### config.mk
export PLATFORM = sky130hd
export DESIGN_NAME = gcd_controller_flat
export DESIGN_NICKNAME = d
export VERILOG_FILES = /design/src/rtl/gcd_controller_if.sv /design/src/rtl/gcd_controller.sv /design/src/flat_wrapper.sv
export SDC_FILE = /design/constraint.sdc
export NUM_CORES = 1
export LEC_CHECK = 0
export CORE_MARGIN = 2
export CORE_UTILIZATION = 50
export DETAILED_ROUTE_END_ITERATION = 8
export PLACE_DENSITY = 0.84
export RECOVER_POWER = 50
export SLEW_MARGIN = 0
export SYNTH_ARGS = -nofsm -noshare
export SYNTH_HDL_FRONTEND = slang
export SYNTH_SLANG_ARGS = --single-unit
### constraint.sdc
create_clock -name clk -period 2.46 [get_ports clk]
set_input_delay 0.246 -clock clk [delete_from_list [all_inputs] [get_ports clk]]
set_output_delay 0.246 -clock clk [all_outputs]
set_load 0.02 [all_outputs]
### src/rtl/gcd_controller_if.sv
// Handshake, comparator-flag and datapath-control bundle between the GCD
// controller (master) and its datapath/producer/consumer side (slave).
interface gcd_controller_if;
    logic        in_valid;
    logic        in_ready;
    logic        eq;
    logic        lt;
    logic        gt;
    logic        ldA;
    logic        ldB;
    logic        sel1;
    logic        sel2;
    logic        sel_in;
    logic        done;
    logic        err;
    logic        res_ack;
    logic [15:0] iter_cnt;

    modport master (
        input  in_valid, eq, lt, gt, res_ack,
        output in_ready, ldA, ldB, sel1, sel2, sel_in, done, err, iter_cnt
    );

    modport slave (
        output in_valid, eq, lt, gt, res_ack,
        input  in_ready, ldA, ldB, sel1, sel2, sel_in, done, err, iter_cnt
    );
endinterface

### src/rtl/gcd_controller.sv
// Subtractive-GCD controller: loads A then B from the shared data_in bus,
// steers one subtraction per cycle from the comparator flags until A==B,
// and aborts with err on a timeout or on a non-one-hot flag pattern.
module gcd_controller #(
    parameter logic [15:0] MAX_ITER = 16'hFFFF
) (
    input logic              clk,
    input logic              rst_n,
    gcd_controller_if.master bus
);

    typedef enum logic [1:0] {
        LOAD_A = 2'd0,
        LOAD_B = 2'd1,
        ITER   = 2'd2,
        DONE   = 2'd3
    } state_t;

    state_t      state_q, state_d;
    logic [15:0] iter_q, iter_d;
    logic        err_q, err_d;

    logic        timeout;
    logic        flags_ok;
    logic        step_a;
    logic        step_b;

    // Saturating increment: the counter parks at MAX_ITER instead of wrapping.
    function automatic logic [15:0] sat_inc(input logic [15:0] v);
        return (v >= MAX_ITER) ? MAX_ITER : v + 16'd1;
    endfunction

    // Timeout wins over a pending subtraction; an equal pair still finishes cleanly.
    assign timeout  = (iter_q >= MAX_ITER) && !bus.eq;
    assign flags_ok = $onehot({bus.eq, bus.lt, bus.gt});
    assign step_a   = (state_q == ITER) && !timeout && flags_ok && bus.gt;
    assign step_b   = (state_q == ITER) && !timeout && flags_ok && bus.lt;

    // State, iteration counter and abort flag registers.
    always_ff @(posedge clk or negedge rst_n) begin
        if (!rst_n) begin
            state_q <= LOAD_A;
            iter_q  <= 16'd0;
            err_q   <= 1'b0;
        end else begin
            state_q <= state_d;
            iter_q  <= iter_d;
            err_q   <= err_d;
        end
    end

    // Next-state, counter and abort-flag logic.
    always_comb begin
        state_d = state_q;
        iter_d  = iter_q;
        err_d   = err_q;
        unique case (state_q)
            LOAD_A: begin
                if (bus.in_valid) state_d = LOAD_B;
            end
            LOAD_B: begin
                if (bus.in_valid) begin
                    state_d = ITER;
                    iter_d  = 16'd0;
                end
            end
            ITER: begin
                if (timeout || !flags_ok) begin
                    state_d = DONE;
                    err_d   = 1'b1;
                end else if (bus.eq) begin
                    state_d = DONE;
                    err_d   = 1'b0;
                end else begin
                    iter_d = sat_inc(iter_q);
                end
            end
            DONE: begin
                if (bus.res_ack) begin
                    state_d = LOAD_A;
                    err_d   = 1'b0;
                end
            end
            default: begin
                state_d = LOAD_A;
            end
        endcase
    end

    // Datapath control outputs; everything is held low while reset is asserted.
    always_comb begin
        bus.in_ready = 1'b0;
        bus.sel_in   = 1'b0;
        bus.ldA      = 1'b0;
        bus.ldB      = 1'b0;
        bus.sel1     = 1'b0;
        bus.sel2     = 1'b0;
        bus.done     = 1'b0;
        bus.err      = 1'b0;
        bus.iter_cnt = iter_q;
        if (rst_n) begin
            unique case (state_q)
                LOAD_A: begin
                    bus.in_ready = 1'b1;
                    bus.sel_in   = 1'b1;
                    bus.ldA      = bus.in_valid;
                end
                LOAD_B: begin
                    bus.in_ready = 1'b1;
                    bus.sel_in   = 1'b1;
                    bus.ldB      = bus.in_valid;
                end
                ITER: begin
                    bus.ldA  = step_a;
                    bus.ldB  = step_b;
                    bus.sel1 = step_b;
                    bus.sel2 = step_a;
                end
                DONE: begin
                    bus.done = 1'b1;
                    bus.err  = err_q;
                end
                default: begin
                    bus.done = 1'b0;
                end
            endcase
        end
    end

endmodule

### src/flat_wrapper.sv
// flat-port wrapper written by rule: the top's interface ports become plain ports
module gcd_controller_flat 
#(
    parameter logic [15:0] MAX_ITER = 16'hFFFF
)
  (clk, rst_n, bus_in_valid, bus_eq, bus_lt, bus_gt, bus_res_ack, bus_in_ready, bus_ldA, bus_ldB, bus_sel1, bus_sel2, bus_sel_in, bus_done, bus_err, bus_iter_cnt);
  gcd_controller_if bus_i ();
  input logic clk;
  input logic rst_n;
  input wire logic [$bits(bus_i.in_valid)-1:0] bus_in_valid;
  input wire logic [$bits(bus_i.eq)-1:0] bus_eq;
  input wire logic [$bits(bus_i.lt)-1:0] bus_lt;
  input wire logic [$bits(bus_i.gt)-1:0] bus_gt;
  input wire logic [$bits(bus_i.res_ack)-1:0] bus_res_ack;
  output wire logic [$bits(bus_i.in_ready)-1:0] bus_in_ready;
  output wire logic [$bits(bus_i.ldA)-1:0] bus_ldA;
  output wire logic [$bits(bus_i.ldB)-1:0] bus_ldB;
  output wire logic [$bits(bus_i.sel1)-1:0] bus_sel1;
  output wire logic [$bits(bus_i.sel2)-1:0] bus_sel2;
  output wire logic [$bits(bus_i.sel_in)-1:0] bus_sel_in;
  output wire logic [$bits(bus_i.done)-1:0] bus_done;
  output wire logic [$bits(bus_i.err)-1:0] bus_err;
  output wire logic [$bits(bus_i.iter_cnt)-1:0] bus_iter_cnt;
  assign bus_i.in_valid = bus_in_valid;
  assign bus_i.eq = bus_eq;
  assign bus_i.lt = bus_lt;
  assign bus_i.gt = bus_gt;
  assign bus_i.res_ack = bus_res_ack;
  assign bus_in_ready = bus_i.in_ready;
  assign bus_ldA = bus_i.ldA;
  assign bus_ldB = bus_i.ldB;
  assign bus_sel1 = bus_i.sel1;
  assign bus_sel2 = bus_i.sel2;
  assign bus_sel_in = bus_i.sel_in;
  assign bus_done = bus_i.done;
  assign bus_err = bus_i.err;
  assign bus_iter_cnt = bus_i.iter_cnt;
  gcd_controller #(.MAX_ITER(MAX_ITER)) u_core (.clk(clk), .rst_n(rst_n), .bus(bus_i));
endmodule
==> Word-level counts from Yosys, hierarchy flattened <==
Cells that the tools add are included.
{ "word_totals": {"regBits": 19, "inputBits": 7, "out_inout_bits": 24, "word_cells": 62} }
{ "classes": {"n_addsub": 3, "n_lt_le_gt_ge": 1, "n_eq_ne": 10, "muxes": 29, "n_reduce_logical": 16} }
{ "op_table": {"columns": ["cell", "n"], "rows": [
  ["16-bit 2-to-1 mux", 4],
  ["16-bit case mux with 2 select lines", 1],
  ["16-bit by 1-bit adder with 16-bit output, second input constant", 1],
  ["16-bit >= comparator, second input constant", 1],
  ["1-bit 2-to-1 mux", 15],
  ["2-bit 2-to-1 mux", 5],
  ["2-bit != test, second input constant", 5],
  ["2-bit case mux with 4 select lines", 1],
  ["4-bit AND reduction", 2],
  ["1-bit case mux with 2 select lines", 3],
  ["1-bit logical AND", 5],
  ["2-bit by 1-bit == test with 1-bit output, second input constant", 2],
  ["2-bit == test, second input constant", 2],
  ["2-bit nonzero test", 2],
  ["1-bit logical NOT", 3],
  ["3-bit != test, second input constant", 1],
  ["3-bit AND reduction", 1],
  ["1-bit by 1-bit adder with 2-bit output", 1],
  ["2-bit by 1-bit adder with 2-bit output", 1],
  ["2-bit logical NOT", 1],
  ["2-bit OR reduction", 1],
  ["1-bit logical OR", 1]
]} }

==> Longest topological paths before layout <==
Gate-level depths: netlist of run 1.
{ "logic_depth": {"depth_word": 8, "depth_mapped": 7, "ltp_nobuf": 6} }

==> Worst setup path before layout of run 1 <==
Ideal clock, no wire load.
{ "synth_timing": {"kind": "flip-flop to output port", "start": "register u_core.iter_q[0], in the netlist u_core.bus.iter_cnt[0]", "end": "output bus_ldA", "arrival_ps": 2024, "required_time_ps": 2214, "setup_slack_ps": 190, "stages_incl_launch_ff": 7, "n_path_buf": 1, "path_cell_list": "dfrtp_1 ha_1 nand4_2 or4_1 buf_6 o211ai_1 a21boi_0"} }
{ "synth_via": {"elab_chain_len": 8} }
{ "synth_rtl": {"columns": ["element", "line", "text"], "rows": [
  ["start: declaration", "gcd_controller.sv:20", "logic [15:0] iter_q, iter_d;"],
  ["start signal: assignment", "gcd_controller.sv:47", "iter_q <= iter_d;"],
  ["16-bit >= comparator", "gcd_controller.sv:34", "assign timeout = (iter_q >= MAX_ITER) && !bus.eq;"],
  ["1-bit logical AND", "gcd_controller.sv:34", null],
  ["1-bit logical NOT", "gcd_controller.sv:36", "assign step_a = (state_q == ITER) && !timeout && flags_ok && bus.gt;"],
  ["1-bit logical AND (3 in a row)", "gcd_controller.sv:36", null],
  ["1-bit case mux with 2 select lines", "gcd_controller.sv:102", "unique case (state_q)"],
  ["1-bit 2-to-1 mux", "gcd_controller.sv:101", "if (rst_n) begin"],
  ["end: declaration", "flat_wrapper.sv:16", "output wire logic [$bits(bus_i.ldA)-1:0] bus_ldA;"]
]} }
Every way passes these cells.

==> Final worst setup path of run 1 <==
{ "layout_timing": {"start": "input bus_gt", "end": "register u_core.iter_q[13], in the netlist u_core.bus.iter_cnt[13]"} }
{ "layout_via": {"elab_chain_len": 7} }
{ "layout_rtl": {"columns": ["element", "line", "text"], "rows": [
  ["start: declaration", "flat_wrapper.sv:13", "input wire logic [$bits(bus_i.gt)-1:0] bus_gt;"],
  ["1-bit by 1-bit adder with 2-bit output (implied by the code)", "gcd_controller.sv:35", "assign flags_ok = $onehot({bus.eq, bus.lt, bus.gt});"],
  ["2-bit by 1-bit adder with 2-bit output (implied by the code)", "gcd_controller.sv:35", null],
  ["2-bit by 1-bit == test with 1-bit output", "gcd_controller.sv:35", null],
  ["1-bit logical NOT", "gcd_controller.sv:68", "if (timeout || !flags_ok) begin"],
  ["1-bit logical OR", "gcd_controller.sv:68", null],
  ["2-bit != test (no line)", null, null],
  ["4-bit AND reduction (no line)", null, null]
]} }
Every way passes these cells.
A chain may end at the register's enable or synchronous reset.

==> impl_summary.log, run 1 <==
INFO  metric timing.slew.headroom = between 30% and 40%
INFO  metric yosys.area_share.xor_xnor = 1.27%
INFO  metric area_growth = 40.5%
INFO  metric rsz0062_at_grt = false
INFO  metric worstSetupPathDepth = 8
INFO  metric synth-compound-area-share = just over 20%
INFO  metric reg2reg_depth = 7
INFO  metric final_net_count = 224
INFO  metric setup.worst_path.start_class = input port
INFO  metric timing.critical_path.from = bus_gt
INFO  metric chipHeight = 56.6 µm
INFO  metric num_rows = 19
INFO  metric final.setup.tns = 0 ns
INFO  metric clkSlewWorstSetupHoldPaths = 0.11 ns
INFO  metric clock_latency_at_the_later_pin_of_the_worst_skew_pair = 0.30 ns
INFO  metric ys.flop_type = sky130_fd_sc_hd__dfrtp_1
INFO  metric synth.area.top_cells = sky130_fd_sc_hd__dfrtp_1 (34%), sky130_fd_sc_hd__ha_1 (5.4%), sky130_fd_sc_hd__nand2_1 (3.5%)
INFO  metric synth.top_cells.by_count = sky130_fd_sc_hd__dfrtp_1 (19), sky130_fd_sc_hd__nand2_1 (13), sky130_fd_sc_hd__inv_1 (10)
INFO  metric async_flop_share = 100%
INFO  metric die_area = between 3000 and 4000 µm²
INFO  metric postRouteAntennaNets = 0
INFO  metric synth.avg_cell_area = 9.22 µm²
INFO  metric period_share = between 90% and 100%
INFO  metric fill_cells = 212
INFO  metric ys_ff_latch = 19
INFO  metric tritoncts = yes
INFO  metric irDropWorstVdd = around 0.5 mV
INFO  metric htree_num_levels = 1
INFO  metric rr_startpoint = u_core.state_q[0]$_DFFE_PN0P_
INFO  metric yosys.cell_types.count = 50
INFO  metric clock_path_buffers = 2
INFO  metric grt.overflow.total = 0
INFO  metric gp_weighted_congestion = 0.861
INFO  metric drt_wl_total = about 4.0 mm
INFO  metric grt_antenna_before_repair = 0
INFO  metric skew = 0.00331 ns
INFO  metric detailed_placement_wirelength_estimate = between 3 and 4 mm
INFO  metric syn_nets = between 150 and 200
INFO  metric post_layout_nonfiller_instances = between 200 and 250
INFO  metric synthDominantCellAreaShare = between 30% and 40%
INFO  metric most_instantiated_library_cell_after_synthesis = sky130_fd_sc_hd__dfrtp_1
INFO  metric avgRoutedWirePerCell = 16.4 µm
INFO  metric core_region_area = 2690 µm²
INFO  metric cpPeakStageDelay = 0.49 ns
INFO  metric final-max-slew-violation-count = 0
INFO  metric crit_path_end_kind = flip-flop
INFO  metric cts_hold_buffers = 0
INFO  metric synth_cell_area = roughly 1400 µm²
INFO  metric yosysWarnings = 0
INFO  metric criticalPathCategory = in2reg
INFO  metric grt_max_degree = 17
INFO  metric cp_slowest_cell = sky130_fd_sc_hd__clkdlybuf4s50_1
INFO  metric detail_route.vias_per_cell = slightly above 6
INFO  metric worst_path_dominant_cell_family = simple AND/OR/NAND/NOR gates
INFO  metric root_buffer = sky130_fd_sc_hd__clkbuf_4
INFO  metric timing.final.ws_setup = between 0.1 and 0.15 ns
INFO  metric timing.critical_path.required = 2.71 ns
INFO  metric worst_ep_arrival = about 2.6 ns
INFO  metric dr.pass1.iters = 7
INFO  metric io_pins = 31
INFO  metric synth_top_family_by_area = simple AND/OR/NAND/NOR gates
INFO  metric place.port_buffers = 30
INFO  metric seq_area_frac_synth = 34.4%
INFO  metric tightestPinTransition = approximately 0.92 ns
INFO  metric setup_slack_after_placement = -0.278 ns
INFO  metric synth_enable_flop_cells = 0
INFO  metric post_synth_and_or_nand_nor_area_fraction = between 20% and 30%
INFO  metric synth_mux_area_share = under 10%
INFO  metric drive_gt1_share = 23.9%
INFO  metric post-route-min-period = 2.35 ns
INFO  metric drv_cap = 0
INFO  metric groute.usage.overall = approximately 26%
INFO  metric hold_path.class = in2async
INFO  metric cts.sinks = 19
INFO  metric number_of_cells_in_the_design_after_placement = ~230
INFO  metric post-synth-top-area-cell = sky130_fd_sc_hd__dfrtp_1
INFO  metric cts-buffers-inserted = 3
INFO  metric starting_utilization_of_the_core_area = between 50% and 60%
INFO  metric fin_worst_hold_slack = between 0.2 and 0.3 ns
INFO  metric syn-instance-count = 150
INFO  metric synth_fa_ha_area_share = under 10%
INFO  metric remaining_drc_errors = 0
INFO  metric cp.buffers_inverters = 3
INFO  metric setup_slack_reg_to_reg = between 0.3 and 0.4 ns
INFO  metric via_count = between 1000 and 1500
INFO  metric final_hold_viol_count = 0
INFO  metric grt_pass1_wl = between 6 and 7 mm
INFO  metric power.density_cell_area = around 670 nW/µm²
INFO  metric first_global_vias = roughly 1500
INFO  metric die_w = roughly 57 µm
INFO  metric status = complete, no violations
INFO  metric cp_cell_sequence = clkdlybuf4s50_1, inv_1, fa_1, nand3b_1, or3_4, buf_4, nor4b_1, a211o_2
INFO  metric final_core_util = slightly above 70%
INFO  metric static-leakage-power = between 0.0008 and 0.0009 µW
INFO  metric worstPathMaxFanout = 8
INFO  metric finalSetupViolCount = 0
INFO  metric achievable-frequency = ~420 MHz
INFO  metric initialDrtViolationCount = 72
-- power by group --
| part | internal [µW] | switching (µW) | total (µW) |
|---|---|---|---|
| Sequential | 380 | 68.5 | 448 |
| Combinational | 323 | 377 | 699 |
| Clock | 63.2 | 97.8 | 161 |
| Total | 765 | 543 | 1310 |
-- worst register-to-register path, cell delays in order (launching register included) --
cell and delay [ns]:
sky130_fd_sc_hd__dfrtp_1 0.42, sky130_fd_sc_hd__inv_1 0.13, sky130_fd_sc_hd__ha_1 0.26, sky130_fd_sc_hd__nand3b_1 0.17
sky130_fd_sc_hd__or3_4 0.44, sky130_fd_sc_hd__buf_4 0.19, sky130_fd_sc_hd__nor4b_1 0.30, sky130_fd_sc_hd__a211o_2 0.16
-- registers in the layout, indices dropped and copies added, names as in the netlist --
signal / count
u_core.err_q: 1
u_core.bus.iter_cnt: 16
u_core.state_q: 2
-- timing repair --
action,4_1_cts,5_1_grt
setup buffers,0,2
cloned,0,0
gates resized for setup,7,12
endpoints found under the setup margin,4,8
-- routing by layer --
layer / vias to the layer above / track usage [%] / wire length, µm
met2: 57 / 46.7 / 2090
met5: - / 0 / 0
met4: 0 / 11.9 / 70
met3: 9 / 3.46 / 239
li1: 688 / - / -
met1: 706 / 29.1 / 1560
-- logic make-up after synthesis --
logic type	after synthesis
and+or+nand+nor	68
AOI/OAI and AO/OA	36
DFF	19
buffers and inverters	14
adders and majority gates	7
muxes	4
xor gates and xnor gates	2
-- placed cells by master, fill, tap and decap left out, drive strengths merged, types with 4 or more instances in the layout --
cell and count:
a21oi 7, a221o 4, buf 28, clkbuf 9
clkdlybuf4s50 13, dfrtp 19, dlygate4sd3 13, ha 6
inv 10, nand2 13, nand3 7, nand4 5
nor2 7, nor2b 4, nor3 4, nor4 7
o21ai 6
-- cell type report --
type                       instances  area (µm²)  area share [%]
antenna                            1        2.50           0.129
clock buffer                       4        26.3            1.35
inverter                          10        37.5            1.93
multi-input combinational        117         867            44.7
sequential                        19         475            24.5
tap                               31        38.8            2.00
timing repair buffer              59         494            25.5
-- path summary, 6_finish.rpt --
kind	to
max in group asynchronous	u_core.bus.iter_cnt[11]$_DFFE_PN0P_
setup / recovery	u_core.bus.iter_cnt[13]$_DFFE_PN0P_
setup reg to reg	u_core.bus.iter_cnt[13]$_DFFE_PN0P_
hold reg to reg	u_core.err_q$_DFFE_PN0P_
hold / removal	u_core.state_q[0]$_DFFE_PN0P_
min in group clk	u_core.err_q$_DFFE_PN0P_
-- stage by stage --
stage / total power [µW] / area [µm²]
detailed placement: 1170 / 1900
CTS: 1320 / 1920
finish: 1310 / 1940
floorplan: 862 / 1380
global route: 1400 / 1940
global placement: 1130 / 1900
Note: power is estimated with default switching activity, not from simulation.
==> run 2: changes to the inputs <==
--- a/config.mk
+++ b/config.mk
@@ -10,6 +10,7 @@
 export DETAILED_ROUTE_END_ITERATION = 8
 export PLACE_DENSITY = 0.84
 export RECOVER_POWER = 50
+export SETUP_SLACK_MARGIN = 0.3
 export SLEW_MARGIN = 0
 export SYNTH_ARGS = -nofsm -noshare
 export SYNTH_HDL_FRONTEND = slang
==> run 2 against run 1 <==
Compared with the run above:
- global-route usage rose by 0.84 points
- wire length grew 4.6%
- critical path type is now reg2out
- highest routed layer unchanged
- worst setup slack better by 0.20 ns
==> impl_summary.log, run 2 (synthesis results as in run 1) <==
INFO  metric status = complete, no violations
INFO  metric cts-buffers-inserted = 3
INFO  metric irDropWorstVdd = between 0.6 and 0.7 mV
INFO  metric static-leakage-power = roughly 0.00095 µW
INFO  metric grt_use_met1 = about a third
INFO  metric p_sw = 589 µW
INFO  metric number_of_cells_in_the_design_after_placement = 230
INFO  metric timing.final.ws_setup = just over 0.3 ns
INFO  metric initialDrtViolationCount = 66
INFO  metric most_crowded_layer_gr = met2
INFO  metric setup_slack_after_placement = -0.223 ns
INFO  metric chipHeight = 56.6 µm
INFO  metric avgRoutedWirePerCell = about 17 µm
INFO  metric place.port_buffers = 30
INFO  metric remaining_drc_errors = 0
INFO  metric crit_path_end_kind = output port
INFO  metric grt.overflow.total = 0
INFO  metric worst_ep_arrival = about 1.9 ns
INFO  metric pwr-share-comb = 54.2%
INFO  metric final_net_count = about 230
INFO  metric clock_path_buffers = 2
INFO  metric detail_route.vias_per_cell = 6.26
INFO  metric drt_wl_total = between 4 and 5 mm
INFO  metric finalSetupViolCount = 0
INFO  metric most-common-layout-cells = sky130_fd_sc_hd__buf_4 (28), sky130_fd_sc_hd__dfrtp_1 (15), sky130_fd_sc_hd__nand2_1 (13), sky130_fd_sc_hd__dlygate4sd3_1 (13), sky130_fd_sc_hd__inv_1 (9)
INFO  metric dr.pass1.iters = 4
INFO  metric largest_reg_flops = 16
INFO  metric die_w = ~57 µm
INFO  metric groute.layer.met3.usage = about 2.5%
INFO  metric core_region_area = between 2000 and 3000 µm²
INFO  metric area_growth = 46.0%
INFO  metric die_area = between 3000 and 4000 µm²
INFO  metric htree_num_levels = 1
INFO  metric skew = 0.00774 ns
INFO  metric final-seq-area = 480 µm²
INFO  metric cts.sinks = 19
INFO  metric grt_antenna_before_repair = 0
INFO  metric cp_slowest_cell = sky130_fd_sc_hd__dfrtp_2
INFO  metric final_hold_viol_count = 0
INFO  metric criticalPathCategory = reg2out
INFO  metric root_buffer = sky130_fd_sc_hd__clkbuf_4
INFO  metric groute.usage.overall = roughly a quarter
INFO  metric power.clock.fraction = roughly an eighth
INFO  metric setup.worst_path.start_class = flip-flop
INFO  metric grt_max_degree = 12
INFO  metric timing.critical_path.required = approximately 2.2 ns
INFO  metric multi_input_area = roughly 900 µm²
INFO  metric internal_power = between 700 and 800 µW
INFO  metric groute.layer.met2.usage = between 40% and 50%
INFO  metric fill_cells = roughly 200
INFO  metric cp_cell_sequence = ha_4, nand4_4, buf_6, nor4_4, a21oi_2, and3_1, buf_2
INFO  metric power.density_cell_area = between 600 and 700 nW/µm²
INFO  metric power.switching_fraction = around 43%
INFO  metric period_share = ~88%
INFO  metric post_layout_nonfiller_instances = about 240
INFO  metric tritoncts = yes
INFO  metric achievable-frequency = 464 MHz
INFO  metric worstPathMaxFanout = 5
INFO  metric clock_latency_at_the_later_pin_of_the_worst_skew_pair = 0.30 ns
INFO  metric hold_path.class = in2async
INFO  metric final-max-slew-violation-count = 0
INFO  metric cp.buffers_inverters = 2
INFO  metric num_rows = 19
INFO  metric worst_path_dominant_cell_family = simple AND/OR/NAND/NOR gates
INFO  metric detailed_placement_wirelength_estimate = a little under 3 mm
INFO  metric postRouteAntennaNets = 0
INFO  metric clkSlewWorstSetupHoldPaths = about 0.11 ns
INFO  metric grt_pass1_wl = about 6.6 mm
INFO  metric post-route-min-period = approximately 2.2 ns
INFO  metric power.sequential.fraction = 34.0%
INFO  metric via_count = between 1500 and 2000
INFO  metric antenna_cells_inserted = 0
INFO  metric tightestPinTransition = between 0.6 and 0.7 ns
INFO  metric power = between 1000 and 1500 µW
INFO  metric gp_weighted_congestion = about 0.86
INFO  metric drive_gt1_share = 29.4%
INFO  metric final_common_cell = sky130_fd_sc_hd__buf_4
INFO  metric starting_utilization_of_the_core_area = about 50%
INFO  metric rsz0062_at_grt = true
INFO  metric timing.slew.headroom = approximately three fifths
INFO  metric io_pins = 31
INFO  metric cpPeakStageDelay = around 0.42 ns
INFO  metric first_global_vias = around 1400
INFO  metric drv_cap = 0
[run 2: changes by cell type in the layout (fill, tap and decap cells not counted), sizes merged]
cell           delta
buf               +5
dlymetal6s2s      +2
clkdlybuf4s50     -5
clkbuf            -3
dlygate4sd2       +3
diode             -1
[run 2: final cells by class]
cell class,count,share of cell area (%)
Multi-Input combinational cell,117,45.5
Tap cell,31,1.92
Timing Repair Buffer,61,25.6
Clock buffer,4,1.30
Sequential cell,19,23.8
Inverter,10,1.86
[run 2: per-layer routing]
layer	wire (µm)	share of wire [%]
met2	2170	52
met4	95	2.3
met1	1650	40
met3	227	5.5
met5	0	0
[run 2: through the flow]
stage                     setup TNS [ns]  utilization, %  hold slack (ns)  cell area (µm²)
after floorplan                        0               -          -0.0496             1390
after global placement             -1.44            69.6            0.523             1870
after detailed placement           -2.66            69.6            0.529             1870
after CTS                              0            72.9            0.247             1960
after global routing                   0            75.1            0.310             2020
final                                  0            75.1            0.302             2020
[run 2: power groups by stage]
| stage | Clock (µW) | Sequential (µW) | Combinational [µW] |
|---|---|---|---|
| after floorplan | 0 | 506 | 359 |
| after global placement | 0 | 460 | 658 |
| after detailed placement | 0 | 467 | 682 |
| after CTS | 161 | 459 | 725 |
| after global routing | 177 | 482 | 814 |
| final | 163 | 469 | 750 |
[run 2: worst reg2reg max path, cell delays in order, from the launching register on]
cell	delay [ns]
sky130_fd_sc_hd__dfrtp_1	0.42
sky130_fd_sc_hd__inv_1	0.14
sky130_fd_sc_hd__ha_2	0.23
sky130_fd_sc_hd__nand3b_1	0.14
sky130_fd_sc_hd__or3_4	0.44
sky130_fd_sc_hd__or4_4	0.49
sky130_fd_sc_hd__o221ai_1	0.08
[run 2: repair_timing]
action / in CTS / in global routing
buffers inserted: 6 / 2
resized for setup: 29 / 12
pin swaps: 3 / 3
hold buffers: 0 / 0
endpoints found under the setup margin: 17 / 9
[run 2: worst paths after layout]
path	start	to	slack [ns]	depth (start not counted)
setup reg to reg	u_core.state_q[0]$_DFFE_PN0P_	u_core.bus.iter_cnt[9]$_DFFE_PN0P_	0.43	6
max in group asynchronous	rst_n	u_core.bus.iter_cnt[0]$_DFFE_PN0P_	1.23	2
hold reg to reg	u_core.err_q$_DFFE_PN0P_	u_core.err_q$_DFFE_PN0P_	0.56	1
min in group clk	u_core.err_q$_DFFE_PN0P_	u_core.err_q$_DFFE_PN0P_	0.56	1
hold / removal	rst_n	u_core.state_q[1]$_DFFE_PN0P_	0.30	1
setup / recovery	u_core.bus.iter_cnt[0]$_DFFE_PN0P_	bus_sel1	0.30	7
